<file path="src/rtl/ps2_host_tx.sv">
// Host-to-device PS/2 byte transmitter with open-drain drive-low enables.
// Optional build macro PS2_TX_ACK_CHECK_EN: a device NACK at the ACK bit raises tx_err.
module ps2_host_tx #(
  parameter int INHIBIT_CYCLES = 12000,
  parameter int START_TIMEOUT  = 1500000,
  parameter int BIT_TIMEOUT    = 200000
) (
  input  logic       clk_100mhz,
  input  logic       rst_n,
  input  logic       tx_valid,
  input  logic [7:0] tx_data,
  output logic       tx_ready,
  input  logic       ps2_clk_i,
  input  logic       ps2_data_i,
  output logic       ps2_clk_drive_low,
  output logic       ps2_data_drive_low,
  output logic       busy,
  output logic       tx_done,
  output logic       tx_err
);

  typedef enum logic [2:0] {
    S_IDLE, S_INHIBIT, S_RTS, S_SHIFT, S_ACK, S_WAIT_IDLE
  } state_t;

  state_t      state_reg, state_next;
  logic        clk_meta_reg, clk_sync_reg, clk_prev_reg;
  logic        data_meta_reg, data_sync_reg;
  logic [7:0]  byte_reg, byte_next;
  logic        parity_reg, parity_next;
  logic [3:0]  bit_cnt_reg, bit_cnt_next;
  logic [20:0] wdog_reg, wdog_next;
  logic        data_low_reg, data_low_next;
  logic        done_reg, done_next;
  logic        err_reg, err_next;
  logic        fe;
`ifdef PS2_TX_ACK_CHECK_EN
  logic        ack_reg, ack_next;
`endif

  assign fe = clk_prev_reg & ~clk_sync_reg;

  // Synchronizers idle high so a released bus never looks like an edge after reset.
  always_ff @(posedge clk_100mhz or negedge rst_n) begin
    if (!rst_n) begin
      clk_meta_reg  <= 1'b1;
      clk_sync_reg  <= 1'b1;
      clk_prev_reg  <= 1'b1;
      data_meta_reg <= 1'b1;
      data_sync_reg <= 1'b1;
    end else begin
      clk_meta_reg  <= ps2_clk_i;
      clk_sync_reg  <= clk_meta_reg;
      clk_prev_reg  <= clk_sync_reg;
      data_meta_reg <= ps2_data_i;
      data_sync_reg <= data_meta_reg;
    end
  end

  always_ff @(posedge clk_100mhz or negedge rst_n) begin
    if (!rst_n) begin
      state_reg    <= S_IDLE;
      byte_reg     <= '0;
      parity_reg   <= 1'b0;
      bit_cnt_reg  <= '0;
      wdog_reg     <= '0;
      data_low_reg <= 1'b0;
      done_reg     <= 1'b0;
      err_reg      <= 1'b0;
    end else begin
      state_reg    <= state_next;
      byte_reg     <= byte_next;
      parity_reg   <= parity_next;
      bit_cnt_reg  <= bit_cnt_next;
      wdog_reg     <= wdog_next;
      data_low_reg <= data_low_next;
      done_reg     <= done_next;
      err_reg      <= err_next;
    end
  end

`ifdef PS2_TX_ACK_CHECK_EN
  always_ff @(posedge clk_100mhz or negedge rst_n) begin
    if (!rst_n) ack_reg <= 1'b0;
    else        ack_reg <= ack_next;
  end
`endif

  always_comb begin
    state_next    = state_reg;
    byte_next     = byte_reg;
    parity_next   = parity_reg;
    bit_cnt_next  = bit_cnt_reg;
    wdog_next     = wdog_reg + 21'd1;
    data_low_next = data_low_reg;
    done_next     = 1'b0;
    err_next      = 1'b0;
`ifdef PS2_TX_ACK_CHECK_EN
    ack_next      = ack_reg;
`endif
    case (state_reg)
      S_IDLE: begin
        data_low_next = 1'b0;
        if (tx_valid) begin
          byte_next    = tx_data;
          parity_next  = ~^tx_data;
          bit_cnt_next = '0;
          state_next   = S_INHIBIT;
        end
      end
      S_INHIBIT: begin
        if (wdog_reg == 21'(INHIBIT_CYCLES - 1)) begin
          data_low_next = 1'b1;
          state_next    = S_RTS;
        end
      end
      S_RTS: begin
        if (fe) begin
          data_low_next = ~byte_reg[0];
          bit_cnt_next  = 4'd1;
          state_next    = S_SHIFT;
        end else if (wdog_reg == 21'(START_TIMEOUT - 1)) begin
          data_low_next = 1'b0;
          done_next     = 1'b1;
          err_next      = 1'b1;
          state_next    = S_IDLE;
        end
      end
      S_SHIFT: begin
        if (fe) begin
          bit_cnt_next = bit_cnt_reg + 4'd1;
          if (bit_cnt_reg == 4'd9) begin
            data_low_next = 1'b0;
            state_next    = S_ACK;
          end else if (bit_cnt_reg == 4'd8) begin
            data_low_next = ~parity_reg;
          end else begin
            data_low_next = ~byte_reg[bit_cnt_reg[2:0]];
          end
        end else if (wdog_reg == 21'(BIT_TIMEOUT - 1)) begin
          data_low_next = 1'b0;
          done_next     = 1'b1;
          err_next      = 1'b1;
          state_next    = S_IDLE;
        end
      end
      S_ACK: begin
        if (fe) begin
          bit_cnt_next = bit_cnt_reg + 4'd1;
`ifdef PS2_TX_ACK_CHECK_EN
          ack_next     = data_sync_reg;
`endif
          state_next   = S_WAIT_IDLE;
        end else if (wdog_reg == 21'(BIT_TIMEOUT - 1)) begin
          done_next  = 1'b1;
          err_next   = 1'b1;
          state_next = S_IDLE;
        end
      end
      S_WAIT_IDLE: begin
        if (clk_sync_reg && data_sync_reg) begin
          done_next  = 1'b1;
`ifdef PS2_TX_ACK_CHECK_EN
          err_next   = ack_reg;
`else
          err_next   = 1'b0;
`endif
          state_next = S_IDLE;
        end else if (wdog_reg == 21'(BIT_TIMEOUT - 1)) begin
          done_next  = 1'b1;
          err_next   = 1'b1;
          state_next = S_IDLE;
        end
      end
      default: begin
        data_low_next = 1'b0;
        state_next    = S_IDLE;
      end
    endcase
    // Our own clock pull-down produces a falling edge during INHIBIT; it must not stretch the hold time.
    if (state_next != state_reg || state_reg == S_IDLE || (fe && state_reg != S_INHIBIT))
      wdog_next = '0;
  end

  assign tx_ready           = (state_reg == S_IDLE);
  assign busy               = (state_reg != S_IDLE);
  assign ps2_clk_drive_low  = (state_reg == S_INHIBIT);
  assign ps2_data_drive_low = data_low_reg;
  assign tx_done            = done_reg;
  assign tx_err             = err_reg;

endmodule

</file>
<file path="config.mk">
export PLATFORM = sky130hd
export DESIGN_NAME = ps2_host_tx
export DESIGN_NICKNAME = d
export VERILOG_FILES = /design/src/rtl/ps2_host_tx.sv
export SDC_FILE = /design/constraint.sdc
export NUM_CORES = 1
export LEC_CHECK = 0
export ABC_AREA = 1
export CAP_MARGIN = 30
export CORE_AREA = 2 2 90 66
export CTS_CLUSTER_DIAMETER = 120
export DETAILED_ROUTE_END_ITERATION = 7
export DIE_AREA = 0 0 92 68
export PLACE_DENSITY = 0.7
export SYNTH_ARGS = -nofsm -noshare
export SYNTH_HDL_FRONTEND = slang
export SYNTH_SLANG_ARGS = --single-unit
</file>
<file path="constraint.sdc">
create_clock -name clk_100mhz -period 2.7 [get_ports clk_100mhz]
set_clock_uncertainty 0.2 [all_clocks]
set_input_delay 0.405 -clock clk_100mhz [delete_from_list [all_inputs] [get_ports clk_100mhz]]
set_output_delay 0.405 -clock clk_100mhz [all_outputs]
set_load 0.01 [all_outputs]
</file>
Yosys cells after proc, flatten, opt, wreduce, memory -nomap -nowiden
Index checks and enable logic that the tools add are counted.

storage, ports and cells
  input port bits = 13
  output and inout bits = 6
  register bits after elaboration = 45
  logic and storage cells = 86

cells by class
  equal/unequal tests = 18
  reduce and logical (&&, ||, !) cells = 13
  $add $sub $neg = 2
  bitwise operators = 6
  muxes and demuxes = 33
  order comparisons = 1

operators by type and width
  cell                   count
  $mux 3                 9
  $add 21x1->21 const B  1
  $eq 21x14->1 const B   1
  $eq 21x18->1 const B   1
  $eq 21x21->1 const B   1
  $mux 21                1
  $pmux 3 s6             1
  $mux 1                 14
  $mux 4                 3
  $pmux 4 s3             1
  $eq 4x4->1 const B     2
  $reduce_and 4->1       2
  $reduce_xnor 8->1      1
  $eq 3x2->1 const B     2
  $eq 3x3->1 const B     2
  $ne 3x3->1 const B     2
  $pmux 1 s3             2
  $reduce_bool 3->1      2
  $not 1->1              5
  $add 4x1->4 const B    1
  $lt 3x4->1 const B     1
  $ne 2x1->1 const B     2
  $ne 2x2->1 const B     2
  $pmux 1 s4             1
  other kinds (10)       13

Longest topological paths before layout
Gate-level depths: netlist of run 1.

  depth in word-level cells = 8
  mapped depth = 15
  mapped depth without buffers = 13

Worst setup path after synthesis of run 1
OpenSTA, ideal clock, no wires.

  kind = reg2reg
  start = register wdog_reg[0]
  end = register wdog_reg[11]
  setup time = 0.122 ns
  arrival time = 1.615 ns
  data required time = 2.378 ns
  stages on the path, launching flop included = 14
  setup slack = 0.762 ns
  buffers on the path = 1
  clock period less this slack = 1.938 ns
  path through = dfrtp_1 ha_1 nand3_2 nor2_4 nand3_4 nand2_2 nor2_2 nor2_4 nand2_1 nand2_1 nand2_1 nand3_2 buf_6 nor2_2

on the way
  longest elaborated chain between the ends = 8
  elaborated cells on any way between the ends = 16
  classes of those cells = 1 x add/sub; 4 x eq/ne; 9 x mux; 2 x reduce/logical

RTL lines
  element                                              RTL line  text
  start, declared                                      32        logic [20:0] wdog_reg, wdog_next;
  start signal, assigned                               75        wdog_reg <= wdog_next;
  $eq 21x18->1 / $eq 21x21->1 (equally long branches)  -
  $mux 3 (on tied branches) (2 in a row)               -
  $pmux 3 s6 *                                         101       case (state_reg)
  via state_next[0]                                    26        state_t state_reg, state_next;
  $ne 3x3->1 *                                         181       if (state_next != state_reg || state_reg == S_IDLE || (fe && state_reg != S_INHIBIT))
  $logic_or 1x1->1 * (2 in a row)                      181
  $mux 21 *                                            181
  via wdog_next[11]                                    32

Mark *: on every way through the listed nets, which the timed path passes. The rest lies on a longest branch.
A chain may end at the register's enable or synchronous reset.

Worst setup path after layout of run 1
  start = register state_reg[1]
  end = output ps2_clk_drive_low

on the way
  longest elaborated chain between the ends = 1

RTL lines
  element                 RTL line  text
  start, declared         26
  start signal, assigned  71        state_reg <= state_next;
  $eq 3x1->1              187       assign ps2_clk_drive_low = (state_reg == S_INHIBIT);
  end, declared           15        output logic ps2_clk_drive_low,

Every way passes these cells.

==> flow_metrics.env, run 1 <==
export IMPL_status="completed"
export IMPL_drt_pass1_iter_count=4
export IMPL_powerDensity_nw_per_um2=403
export IMPL_ir_drop_v=0.000306
export IMPL_crit_required_ps=2100
export IMPL_nets=383
export IMPL_area_growth_pct=13.8
export IMPL_io_pins=19
export IMPL_cp_end_kind="output pin"
export IMPL_period_share_pct=87.5
export IMPL_postCtsSetupBuffers=0
export IMPL_grt_pass1_wl_um=9140
export IMPL_die_h_um=68
export IMPL_antennaDiodeCount=0
export IMPL_cts_max_path_buffers=2
export IMPL_slew_violations=0
export IMPL_power_leakage_uw=0.00136
export IMPL_htreeDepth=2
export IMPL_synth_seq_area_share_pct=41.5
export IMPL_syn_mean_instance_area_um2=7.97
export IMPL_setup_worst_path_start_class="flip-flop"
export IMPL_grt_busiest_layer="met1"
export IMPL_place_hpwl_um=4200
export IMPL_drv_cap=0
export IMPL_antenna_found_initial=0
export IMPL_use_met3_pct=4.52
export IMPL_yosysUniqueCellTypes=30
export IMPL_numCtsBuffers=5
export IMPL_max_freq_ghz=0.423
export IMPL_die_width_um=92
export IMPL_drt_initial_drc_count=185
export IMPL_clkSinkCount=45
export IMPL_ys_warn_count=0
export IMPL_met2_usage_pct=26.4
export IMPL_core_area_um2=5470
export IMPL_min_period_ps=2360
export IMPL_hold_path_class="reg -> reg"
export IMPL_hold_viol_final=0
export IMPL_rows=23
export IMPL_yosys_register_bits=45
export IMPL_insertion_delay_ps=300
export IMPL_synth_fp_nets=359
export IMPL_netlist_area_um2=2730
export IMPL_die_area_um2=6260
export IMPL_synthXorXnorAreaFrac_pct=8.03
export IMPL_tritoncts="done"
export IMPL_start_util_pct=49.9
export IMPL_final_common_cell="nand2_1"
export IMPL_worst_endpoint_arrival_ps=1760
export IMPL_synthMuxAreaShare_pct=2.07
export IMPL_drt_wl_total_um=5480
export IMPL_ant_nets=0
export IMPL_largest_register_ffs=21
export IMPL_gp_congestion=0.918
export IMPL_setup_violations=0
export IMPL_gr_total_overflow=0
export IMPL_n_fill_cell=535
export IMPL_synth_top_family_by_area="simple AND/OR/NAND/NOR gates"
export IMPL_gr_usage_all_layers_pct=18.7
export IMPL_synth_adder_area_share_pct=1.84
export IMPL_drc=0
export IMPL_syn_inst=342
export IMPL_clkTransAtPathRegs_ps=80
export IMPL_cts_root_buf="clkbuf_8"
export IMPL_grt_pass1_vias=1982
export IMPL_drive_above_1_share_pct=19.1
export IMPL_tns_ps=0
export IMPL_avgRoutedWirePerCell_um=12.4
export IMPL_worstMarginPinSlew_ps=436
export IMPL_p_total_uw=1250
export IMPL_critPathMaxFanout=4
export IMPL_grt_max_degree=27
export IMPL_synth_compound_area_share_pct=5.37
export IMPL_layout_common_cells="62 x nand2_1, 40 x dfrtp_1, 39 x nor2_1, 37 x inv_1, 30 x nand3_1"
export IMPL_slew_headroom_pct=70.9
export IMPL_numPortBuffers=18
export IMPL_rsz0062_at_grt="false"
export IMPL_via_per_inst=4.96
export IMPL_use_met1_pct=28.5
export IMPL_routed_via_count=2191
export IMPL_timing_worst_setup_path_type="reg -> out"
export IMPL_synthSimpleGateAreaFrac_pct=33.5
==> cell usage after synthesis (all sizes together) <==
| cell type | number | share of area, % |
|---|---|---|
| nor3 | 8 | 1.7 |
| o211a | 1 | 0.37 |
| o211ai | 3 | 0.83 |
| mux2 | 5 | 2.1 |
| ha | 4 | 1.8 |
| a41oi | 1 | 0.32 |
| clkbuf | 1 | 0.14 |
| buf | 5 | 1.5 |
| nand3b | 1 | 0.28 |
| a21oi | 8 | 1.5 |
| xor2 | 15 | 4.8 |
| nor2 | 71 | 13 |
| nand2 | 66 | 9.5 |
| dfrtp | 40 | 37 |
| o21ai | 13 | 2.4 |
| inv | 44 | 6.1 |
| nand4 | 7 | 1.6 |
| dfstp | 5 | 4.8 |
| xnor2 | 10 | 3.2 |
| nand3 | 34 | 7.3 |
==> what timing repair did <==
item,CTS,global route
endpoints found under the hold margin,19,0
hold buffers,1,0
gates resized for setup,0,0
==> worst max-delay path, stage by stage, from the launching register on <==
cell and delay, ps:
dfrtp_1 430, inv_1 100, nand2_1 70, nor2_1 270, clkdlybuf4s50_1 600
==> report_power, final <==
part	switching, uW	leakage (uW)	total [uW]	internal, uW
registers	1.74	0.000561	682	680
clock network	231	0.0000558	510	280
logic	29.2	0.000742	58.9	29.7
total	262	0.00136	1250	989
==> cell families after synthesis <==
kind of cell             Yosys count
AO/OA/AOI/OAI                     26
XOR/XNOR                          25
adder cells (fa/ha/maj)            4
buffers and inverters             50
flip-flops                        45
multiplexers                       5
AND/OR/NAND/NOR                  187
==> stage by stage <==
step,util (%),setup WS [ps],area [um^2],hold slack [ps],instances
after floorplan,-,762,2730,-90.6,342
after global placement,54.5,486,2980,146,433
after detailed placement,54.5,409,2980,149,433
after CTS,56.8,327,3100,162,442
after global routing,56.8,192,3100,169,442
final,56.8,338,3100,160,442
==> path summary, 6_finish.rpt <==
kind	from	end	slack, ps	cells after the start
max in group asynchronous	rst_n	data_sync_reg	1210	3
max reg2reg	wdog_reg[0]	wdog_reg[20]	380	13
min	data_meta_reg	data_sync_reg	160	0
min reg2reg	data_meta_reg	data_sync_reg	160	0
max	state_reg[1]	ps2_clk_drive_low	340	4
min in group asynchronous	rst_n	byte_reg[7]	370	2
==> routing by layer <==
metal,wire length [um],part of all wire (%)
met4,46,0.84
met3,330,6.0
met2,2190,40
met5,0,0
met1,2920,53
==> cell type report <==
type,count,area [um^2],area share (%)
sequential,45,1130,36.5
timing repair buffer,23,215,6.94
clock buffer,6,72.6,2.34
multi-input combinational,247,1390,44.6
inverter,44,165,5.32
clock inverter,2,38.8,1.25
tap,75,93.8,3.02
(Power assumes the default switching activity.)
==> run 2, diff against run 1 <==
--- a/config.mk
+++ b/config.mk
@@ -7,11 +7,10 @@
 export LEC_CHECK = 0
 export ABC_AREA = 1
 export CAP_MARGIN = 30
-export CORE_AREA = 2 2 90 66
+export CORE_AREA = 2 2 95 69
 export CTS_CLUSTER_DIAMETER = 120
 export DETAILED_ROUTE_END_ITERATION = 7
-export DIE_AREA = 0 0 92 68
-export PLACE_DENSITY = 0.7
+export DIE_AREA = 0 0 97 71
 export SYNTH_ARGS = -nofsm -noshare
 export SYNTH_HDL_FRONTEND = slang
 export SYNTH_SLANG_ARGS = --single-unit
==> flow_metrics.env, run 2 (same netlist as run 1, synthesis figures left out) <==
export IMPL_cts_max_path_buffers=2
export IMPL_gr_usage_all_layers_pct=17.7
export IMPL_hold_viol_final=0
export IMPL_cts_root_buf="clkbuf_8"
export IMPL_pre_cts_slack_ps=55.1
export IMPL_rsz0062_at_grt="false"
export IMPL_htreeDepth=2
export IMPL_slew_headroom_pct=72.0
export IMPL_p_clk_share_pct=41.6
export IMPL_nets=382
export IMPL_drt_pass1_iter_count=5
export IMPL_clkTransAtPathRegs_ps=90
export IMPL_swShare_pct=22.2
export IMPL_critPathMaxFanout=4
export IMPL_comb_power_share_pct=4.6
export IMPL_die_h_um=71
export IMPL_postCtsSetupBuffers=0
export IMPL_largest_register_ffs=21
export IMPL_finish_instance_area_um2=3110
export IMPL_ir_drop_v=0.000203
export IMPL_sequentialPowerShare_pct=53.8
export IMPL_grt_pass1_vias=1985
export IMPL_drv_cap=0
export IMPL_setup_worst_path_start_class="flip-flop"
export IMPL_gp_congestion=0.961
export IMPL_rows=24
export IMPL_start_util_pct=45.2
export IMPL_layout_common_cells="62 x nand2_1, 40 x dfrtp_1, 39 x nor2_1, 37 x inv_1, 30 x nand3_1"
export IMPL_die_width_um=97
export IMPL_fin_ws_ps=273
export IMPL_die_area_um2=6890
export IMPL_via_per_inst=4.93
export IMPL_slew_violations=0
export IMPL_routed_via_count=2187
export IMPL_status="completed"
export IMPL_area_growth_pct=14.1
export IMPL_drc=0
export IMPL_hold_path_class="reg -> reg"
export IMPL_final_core_util_pct=51.5
export IMPL_avgRoutedWirePerCell_um=12.9
export IMPL_numCtsBuffers=5
export IMPL_placed_area_um2=2980
export IMPL_worst_endpoint_arrival_ps=1820
export IMPL_tritoncts="done"
export IMPL_insertion_delay_ps=310
export IMPL_antenna_found_initial=0
export IMPL_grt_max_degree=32
export IMPL_core_area_um2=6040
export IMPL_power_leakage_uw=0.00135
export IMPL_ant_nets=0
export IMPL_cp_end_kind="output pin"
export IMPL_p_total_uw=1270
export IMPL_numPortBuffers=18
export IMPL_max_freq_ghz=0.412
export IMPL_place_hpwl_um=4310
export IMPL_p_int_uw=986
export IMPL_setup_violations=0
export IMPL_gr_total_overflow=0
export IMPL_io_pins=19
export IMPL_grt_pass1_wl_um=9720
export IMPL_drive_above_1_share_pct=19.1
export IMPL_worstMarginPinSlew_ps=418
export IMPL_drt_initial_drc_count=161
export IMPL_tns_ps=0
export IMPL_timing_worst_setup_path_type="reg -> out"
export IMPL_period_share_pct=89.9
export IMPL_final_common_cell="nand2_1"
export IMPL_powerDensity_nw_per_um2=407
export IMPL_clkSinkCount=45
export IMPL_crit_required_ps=2100
export IMPL_min_period_ps=2430
export IMPL_p_switching_uw=281
export IMPL_antennaDiodeCount=0
export IMPL_drt_wl_total_um=5730
[run 2: worst max-delay path, stage by stage, from the launching register on]
cell and delay (ps):
dfrtp_1 440, inv_1 110, nand2_1 70, nor2_1 210
buf_4 160, clkdlybuf4s50_1 520
[run 2: power groups by stage]
| stage | clock, uW | combinational [uW] | sequential, uW |
|---|---|---|---|
| after floorplan | 0 | 21.3 | 694 |
| after global placement | 0 | 58.5 | 695 |
| after detailed placement | 0 | 58.9 | 695 |
| after CTS | 541 | 60.4 | 682 |
| after global routing | 564 | 66.1 | 682 |
| final | 527 | 58.2 | 681 |
[run 2: stage by stage]
step	hold slack (ps)	instances
floorplan	-90.6	342
global placement	129	435
detailed placement	132	435
CTS	160	444
global route	161	444
finish	160	444
[run 2: metal layers]
metal  vias to the layer above  wire (um)  GRT usage, %
met5                         -          0             0
met4                         0         42          4.69
met3                         7        302          3.66
met2                        56       2160          23.8
met1                       996       3230          28.4
li1                       1128          -             -
[run 2: final timing paths]
path / from / endpoint / slack (ps) / cells past startpoint
max in group asynchronous: rst_n / clk_prev_reg / 1230 / 3
hold / removal: clk_meta_reg / clk_sync_reg / 160 / 0
setup / recovery: state_reg[1] / ps2_clk_drive_low / 270 / 5
hold reg to reg: clk_meta_reg / clk_sync_reg / 160 / 0
setup reg to reg: clk_prev_reg / wdog_reg[18] / 310 / 10
min in group asynchronous: rst_n / wdog_reg[19] / 310 / 2
[run 2: repair_timing]
action,CTS,global route
hold endpoints to repair,14,0
gates resized for setup,0,1
hold buffers,1,0
endpoints found under the setup margin,0,21
[run 2: final cells by class]
cell class	instances	area (um^2)
inverters	44	165
flip-flops and latches	45	1130
clock inverters	3	46.3
fillers	561	2930
multi-input cells	247	1390
repair buffers	22	208
clock buffers	5	68.8
well taps	78	97.6
==> run 3, diff against run 2 <==
==> constraint.sdc (replaced) <==
create_clock -name clk_100mhz -period 2.7 [get_ports clk_100mhz]
set_clock_uncertainty 0.2 [all_clocks]
set_input_delay 0.405 -clock clk_100mhz [delete_from_list [all_inputs] [get_ports clk_100mhz]]
set_output_delay 0.405 -clock clk_100mhz [all_outputs]
set_load 0.1 [all_outputs]
==> flow_metrics.env, run 3 (same netlist as run 1, synthesis figures left out) <==
export IMPL_cp_slowest_cell="dfstp_2"
export IMPL_slew_violations=0
export IMPL_gr_usage_all_layers_pct=19.1
export IMPL_powerDensity_nw_per_um2=407
export IMPL_register_area_um2=1130
export IMPL_tritoncts="done"
export IMPL_io_pins=19
export IMPL_drc=0
export IMPL_clkSinkCount=45
export IMPL_final_common_cell="nand2_1"
export IMPL_antenna_found_initial=0
export IMPL_place_hpwl_um=4560
export IMPL_hold_depth=0
export IMPL_drive_above_1_share_pct=21.5
export IMPL_hold_path_startpoint="data_meta_reg"
export IMPL_period_share_pct=81.2
export IMPL_n_fill_cell=588
export IMPL_use_met3_pct=3.85
export IMPL_min_period_ps=2190
export IMPL_rsz0062_at_grt="false"
export IMPL_cts_root_buf="clkbuf_8"
export IMPL_insertion_delay_ps=310
export IMPL_reg2reg_depth=12
export IMPL_cts_max_path_buffers=2
export IMPL_gp_congestion=0.957
export IMPL_holdPathEnd="data_sync_reg"
export IMPL_dp_cells=437
export IMPL_reg2reg_from="clk_prev_reg"
export IMPL_ant_nets=0
export IMPL_timing_worst_setup_path_type="reg -> reg"
export IMPL_die_area_um2=6890
export IMPL_multi_input_area_um2=1390
export IMPL_finish_instance_area_um2=3140
export IMPL_clkTransAtPathRegs_ps=100
export IMPL_r2r_end="wdog_reg[10]"
export IMPL_setup_violations=0
export IMPL_crit_path_frequent_cell="nand2_1"
export IMPL_worst_endpoint_arrival_ps=2190
export IMPL_grt_pass1_vias=2207
export IMPL_tns_ps=0
export IMPL_drt_initial_drc_count=192
export IMPL_status="completed"
export IMPL_routed_via_count=2225
export IMPL_max_freq_ghz=0.456
export IMPL_postCtsSetupBuffers=0
export IMPL_start_util_pct=45.2
export IMPL_crit_start="clk_prev_reg"
export IMPL_grt_pass1_wl_um=10700
export IMPL_layout_common_cells="62 x nand2_1, 40 x dfrtp_1, 38 x nor2_1, 37 x inv_1, 30 x nand3_1"
export IMPL_drt_pass1_iter_count=4
export IMPL_placed_area_um2=3020
export IMPL_setup_worst_path_start_class="flip-flop"
export IMPL_avgRoutedWirePerCell_um=13.2
export IMPL_nets=384
export IMPL_ir_drop_v=0.000225
export IMPL_grt_max_degree=25
export IMPL_critPathMaxFanout=21
export IMPL_slew_headroom_pct=65.1
export IMPL_die_width_um=97
export IMPL_r2r_slack_ps=510
export IMPL_met2_usage_pct=25.8
export IMPL_cp_end_kind="flip-flop"
export IMPL_hold_viol_final=0
export IMPL_power_leakage_uw=0.00139
export IMPL_cp_slowest_stage_delay_ps=530
export IMPL_use_met1_pct=30.6
export IMPL_stdcell_count=446
export IMPL_hold_path_class="reg -> reg"
export IMPL_largest_register_ffs=21
export IMPL_grt_busiest_layer="met1"
export IMPL_drt_wl_total_um=5870
export IMPL_crit_required_ps=2690
export IMPL_area_growth_pct=15.3
export IMPL_worstMarginPinSlew_ps=524
export IMPL_path_cells="inv_1 -> nor2_1 -> inv_1 -> o21ai_1 -> nand3_1 -> nand2_1 -> nand2_1 -> nand2_1 -> nand2_1 -> nand3_2 -> buf_12 -> nor2_2"
export IMPL_numPortBuffers=18
export IMPL_antennaDiodeCount=0
export IMPL_core_area_um2=6040
export IMPL_gr_total_overflow=0
export IMPL_drv_cap=0
export IMPL_die_h_um=71
export IMPL_p_total_uw=1280
export IMPL_htreeDepth=2
export IMPL_via_per_inst=4.99
export IMPL_numCtsBuffers=5
export IMPL_final_core_util_pct=52.1
export IMPL_rows=24
[run 3: through the flow]
stage / hold slack, ps / setup slack (ps)
after floorplan: -90.6 / 44.6
after global placement: 150 / 563
after detailed placement: 153 / 520
after CTS: 168 / 501
after global routing: 172 / 287
final: 168 / 507
[run 3: worst max path at each step]
| stage | end | slack [ps] | depth (start not counted) |
|---|---|---|---|
| 2_1_floorplan | wdog_reg[11] | 40 | 9 |
| 3_3_place_gp | wdog_reg[0] | 560 | 13 |
| 3_5_place_dp | wdog_reg[20] | 520 | 13 |
| 4_1_cts | wdog_reg[10] | 500 | 13 |
| 5_1_grt | wdog_reg[20] | 290 | 10 |
| 6_report | wdog_reg[10] | 510 | 12 |
[run 3: layout make-up]
| class | instances | area share, % |
|---|---|---|
| Tap cell | 78 | 3.10 |
| Clock buffer | 5 | 2.19 |
| Multi-Input combinational cell | 247 | 44.3 |
| Clock inverter | 3 | 1.51 |
| Timing Repair Buffer | 24 | 7.64 |
| Inverter | 44 | 5.25 |
| Sequential cell | 45 | 36.0 |
[run 3: metal layers]
metal	up-vias	routed length (um)	part of all wire [%]
li1	1136	-	-
met1	1028	3150	54
met2	56	2290	39
met3	5	384	6.5
met4	0	55	0.94
met5	-	0	0
[run 3: timing repair]
action                    in CTS  in global routing
resized for setup              0                  0
hold endpoints to repair      19                  0
hold buffers                   1                  0
[run 3: critical path: cells and delay by family, from the launching register on]
family / cells / cell delay, ps
AO/OA/AOI/OAI: 1 / 160
buffers and inverters: 3 / 410
flip-flops: 1 / 530
AND/OR/NAND/NOR: 8 / 770
[run 3: power by group]
| group | switching [uW] | internal (uW) |
|---|---|---|
| sequential | 1.65 | 680 |
| clock | 252 | 283 |
| combinational | 30.8 | 33.6 |
==> variant 1 (settings of run 1) <==
Take the reset off `byte_reg` and load it in a clocked block of its own.
--- a/src/rtl/ps2_host_tx.sv
+++ b/src/rtl/ps2_host_tx.sv
@@ -62,3 +62,2 @@
       state_reg    <= S_IDLE;
-      byte_reg     <= '0;
       parity_reg   <= 1'b0;
@@ -71,3 +70,2 @@
       state_reg    <= state_next;
-      byte_reg     <= byte_next;
       parity_reg   <= parity_next;
@@ -79,2 +77,6 @@
     end
+  end
+
+  always_ff @(posedge clk_100mhz) begin
+    byte_reg <= byte_next;
   end
Behaviour: no difference found for any inputs over 10 cycles, from zero or initial values and one cycle with rst_n low; that may be too few to reach the edited logic, so the function may still have changed.
==> variant 1 against run 1 <==
- the flow now finishes with violations (negative hold slack)
- area after synthesis fell by 2.6%
- total power increased by 2.9%
- via count down 2.6%
- routed wire length decreased by 1.8%
- synthesized cell count is 4.1% lower
- sequential cell count is the same
- final area fell by 2.9%
- setup slack worse by 23 ps
- critical path type unchanged
- largest cell class unchanged
- largest power group unchanged
==> variant 1: results <==
[outcome]
status = finished with violations
failed_checks = negative hold slack

[drt]
wl_per_cell_um = 12.6
num_vias = 2134
finalWirelength_um = 5380

[logic_synthesis]
yosysSeqAreaShare = 0.442
synthArstFlopShare = 0.822
synth_area_leaders = dfrtp_1, edfxtp_1, nand2_1, nor2_1, nor2_2
synth_edf_count = 8
synth.distinct_cells = 29

[power_and_ir_drop]
p_switching_uw = 282
p_leak_nw = 1.25
vdd_drop_max_v = 0.000285
pwr-share-comb = 0.041
seq-power_uw = 698
power_density_mw_per_mm2 = 427

[placement]
place_inst = 418
place_congestion = 0.952
postPlaceCellArea_mm2 = 0.00290
dpl.hpwl_um = 4020

[grt]
grtUsageMet3 = 0.0385
met1_usage = 0.287
grt_pass1_vias = 1930
grt_util_all_layers = 0.186
grt_max_degree = 38
grt.met2_usage = 0.260

[timing]
fin_hold_ws_ps = -6.69
slew_headroom = 0.440
hold_viol_final = 7

[cells_and_area]
n_fill_cell = 519
post-route-util = 0.551

[cts]
cts_hold_buf = 0

[worst_hold_path]
min_path_type = in2async
[variant 1: cell types whose count changed in the layout (fill, tap and decap cells not counted), sizes merged, moves of 2 or more]
| cell | before | now |
|---|---|---|
| inv | 45 | 43 |
| buf | 5 | 2 |
| nor2 | 71 | 73 |
| o21ai | 13 | 16 |
| nand3 | 34 | 30 |
| a21oi | 8 | 5 |
| mux2 | 5 | 0 |
| xnor2 | 10 | 8 |
| edfxtp | 0 | 8 |
| dfrtp | 40 | 32 |
[variant 1: layer usage]
metal	share of wire	wire, µm
met1	0.52	2810
met2	0.41	2190
met3	0.062	332
met4	0.0095	51
met5	0	0
[variant 1: area by class of cell]
cell class,instances,area share
well taps,75,0.0311
repair buffers,19,0.0606
flip-flops and latches,45,0.389
clock buffers,5,0.0228
clock inverters,3,0.0158
inverters,41,0.0511
multi-input cells,238,0.429
[variant 1: cells by family after synthesis]
group / Yosys count / synth area share
AND/OR/NAND/NOR: 183 / 0.333
buffers and inverters: 45 / 0.0712
flip-flops: 45 / 0.442
AO/OA/AOI/OAI: 27 / 0.0565
XOR/XNOR: 24 / 0.0792
adder cells (fa/ha/maj): 4 / 0.0189
[variant 1: how the worst max path moves through the flow]
stage	from	cells after the start	slack, ps	endpoint
3_3_place_gp	wdog_reg[14]$_DFF_PN0_	13	470	wdog_reg[20]$_DFF_PN0_
5_1_grt	wdog_reg[14]$_DFF_PN0_	13	180	wdog_reg[20]$_DFF_PN0_
6_report	state_reg[1]$_DFF_PN0_	4	320	ps2_clk_drive_low
4_1_cts	state_reg[1]$_DFF_PN0_	4	330	ps2_clk_drive_low
3_5_place_dp	wdog_reg[0]$_DFF_PN0_	13	450	wdog_reg[20]$_DFF_PN0_
2_1_floorplan	wdog_reg[0]$_DFF_PN0_	10	760	wdog_reg[14]$_DFF_PN0_
==> variant 2 (flow settings as in run 1) <==
Made on the original files. The option `PS2_TX_ACK_CHECK_EN` is turned on by a define.
--- a/src/rtl/ps2_host_tx.sv
+++ b/src/rtl/ps2_host_tx.sv
@@ -2,2 +2,4 @@
 // Optional build macro PS2_TX_ACK_CHECK_EN: a device NACK at the ACK bit raises tx_err.
+`define PS2_TX_ACK_CHECK_EN
+
 module ps2_host_tx #(
Formal check against the unedited RTL: no difference found for any inputs over 10 cycles, from zero or initial values and one cycle with rst_n low; that may be too few to reach the edited logic, so the function may still have changed.
==> variant 2 against run 1 <==
- final cell count fell by 0.68%
- area after synthesis rose by 7.4%
- register-to-register slack improved by 60 ps
- sequential cell count rose by 1
- routed wire length rose by 8.7%
- final area rose by 6.0%
- setup slack got worse by 100 ps
- die area did not move
- maximum frequency fell by 4.1%
- count of clock-buffer cells in the layout fell by 1
- largest cell class unchanged
Power is not compared: it rests on default switching activity, and its combinational part moved more than twofold at a synthesized area within 25%.
==> variant 2: results <==
[outcome]
status = complete, no violations

[critical_path]
cp_max_fo = 6
critPathTopFamily = buffers and inverters
cp.arrival_ps = 1860
max_stage_delay_ps = 570
rr_worst_depth = 11

[cells_and_area]
layout-drive-gt1-share = 0.198
instances_no_fill = 439

[cts]
clkTransAtPathRegs_ps = 90
clock_latency_ps = 310
cts_buffer_depth = 2
cts-root-buf = clkbuf_8
cts_hold_buf = 1

[logic_synthesis]
yosysSeqAreaShare = 0.395
synth_area_leaders = dfrtp_1, nor3_2, nand2_1, inv_1, xor2_1
synthArstFlopShare = 1.00
synth_nets = 360
ys_top_cells_by_count = nand2_1, inv_1, dfrtp_1, nor2_1, nand3_1
synth.distinct_cells = 35
syn_area_per_cell_um2 = 8.61
synth_compound_area_frac = 0.0577
synthMuxAreaShare = 0.0231
synth-main-ff-cell = dfrtp_1
synthXorXnorAreaFrac = 0.0808
synth_adder_area_share = 0.0299

[timing]
slew_headroom = 0.668

[placement]
dpl.hpwl_um = 4580
postPlaceCellArea_mm2 = 0.00319
place_inst = 430
place_congestion = 0.974

[grt]
grt_util_all_layers = 0.211
grt_max_degree = 22
grt_pass1_vias = 2066
grt_pass1_wl_um = 10100

[power_and_ir_drop]
vdd_drop_max_v = 0.000342

[drt]
wl_per_cell_um = 13.6
via_per_inst = 5.13
drt_iter0_drc = 214
variant 2: worst paths after layout:
| check | from | endpoint | slack [ps] |
|---|---|---|---|
| min | clk_meta_reg$_DFF_PN1_ | clk_sync_reg$_DFF_PN1_ | 160 |
| min in group asynchronous | rst_n | wdog_reg[13]$_DFF_PN0_ | 380 |
| max | state_reg[1]$_DFF_PN0_ | ps2_clk_drive_low | 240 |
| max reg2reg | wdog_reg[0]$_DFF_PN0_ | wdog_reg[3]$_DFF_PN0_ | 440 |
| max in group asynchronous | rst_n | data_sync_reg$_DFF_PN1_ | 1280 |
| min reg2reg | clk_meta_reg$_DFF_PN1_ | clk_sync_reg$_DFF_PN1_ | 160 |
variant 2: cell type report:
class | count | area, µm²
Fill cell | 497 | 2180
Multi-Input combinational cell | 240 | 1530
Sequential cell | 46 | 1160
Timing Repair Buffer | 23 | 240
Inverter | 47 | 179
Tap cell | 75 | 93.8
Clock buffer | 5 | 68.8
Clock inverter | 3 | 23.8
variant 2: per-stage QoR:
step / setup WS, ps / total power, mW
after floorplan: 743 / 1.04
after global placement: 552 / 1.13
after detailed placement: 472 / 1.15
after CTS: 230 / 1.59
after global routing: 136 / 1.66
final: 237 / 1.57
variant 2: logic make-up after synthesis:
group / after synthesis
adder cells (fa/ha/maj): 7
buffers and inverters: 54
XOR/XNOR: 27
flip-flops: 46
AO/OA/AOI/OAI: 28
multiplexers: 6
AND/OR/NAND/NOR: 172
variant 2: worst register-to-register path, cell delays in order, from the launching register on:
cell,delay [ps]
dfrtp_1,450
ha_1,270
nand3_2,150
nor2_2,150
nand4_1,120
nand2_1,140
inv_1,70
o21bai_2,170
nand2_1,80
nand2_2,90
buf_12,180
nor3_2,80
variant 2: power by group through the flow:
stage / Clock (mW) / Combinational, mW / Sequential (mW)
floorplan: 0 / 0.213 / 0.826
global placement: 0 / 0.286 / 0.844
detailed placement: 0 / 0.296 / 0.850
CTS: 0.453 / 0.298 / 0.836
global route: 0.482 / 0.326 / 0.848
finish: 0.440 / 0.293 / 0.836
variant 2: routing by layer:
layer  up-vias  GRT usage  wire length (µm)
met2        64      0.297              2390
met5         -          0                 0
li1       1152          -                 -
met1      1029      0.329              3080
met3         6     0.0430               431
met4         0     0.0522                55
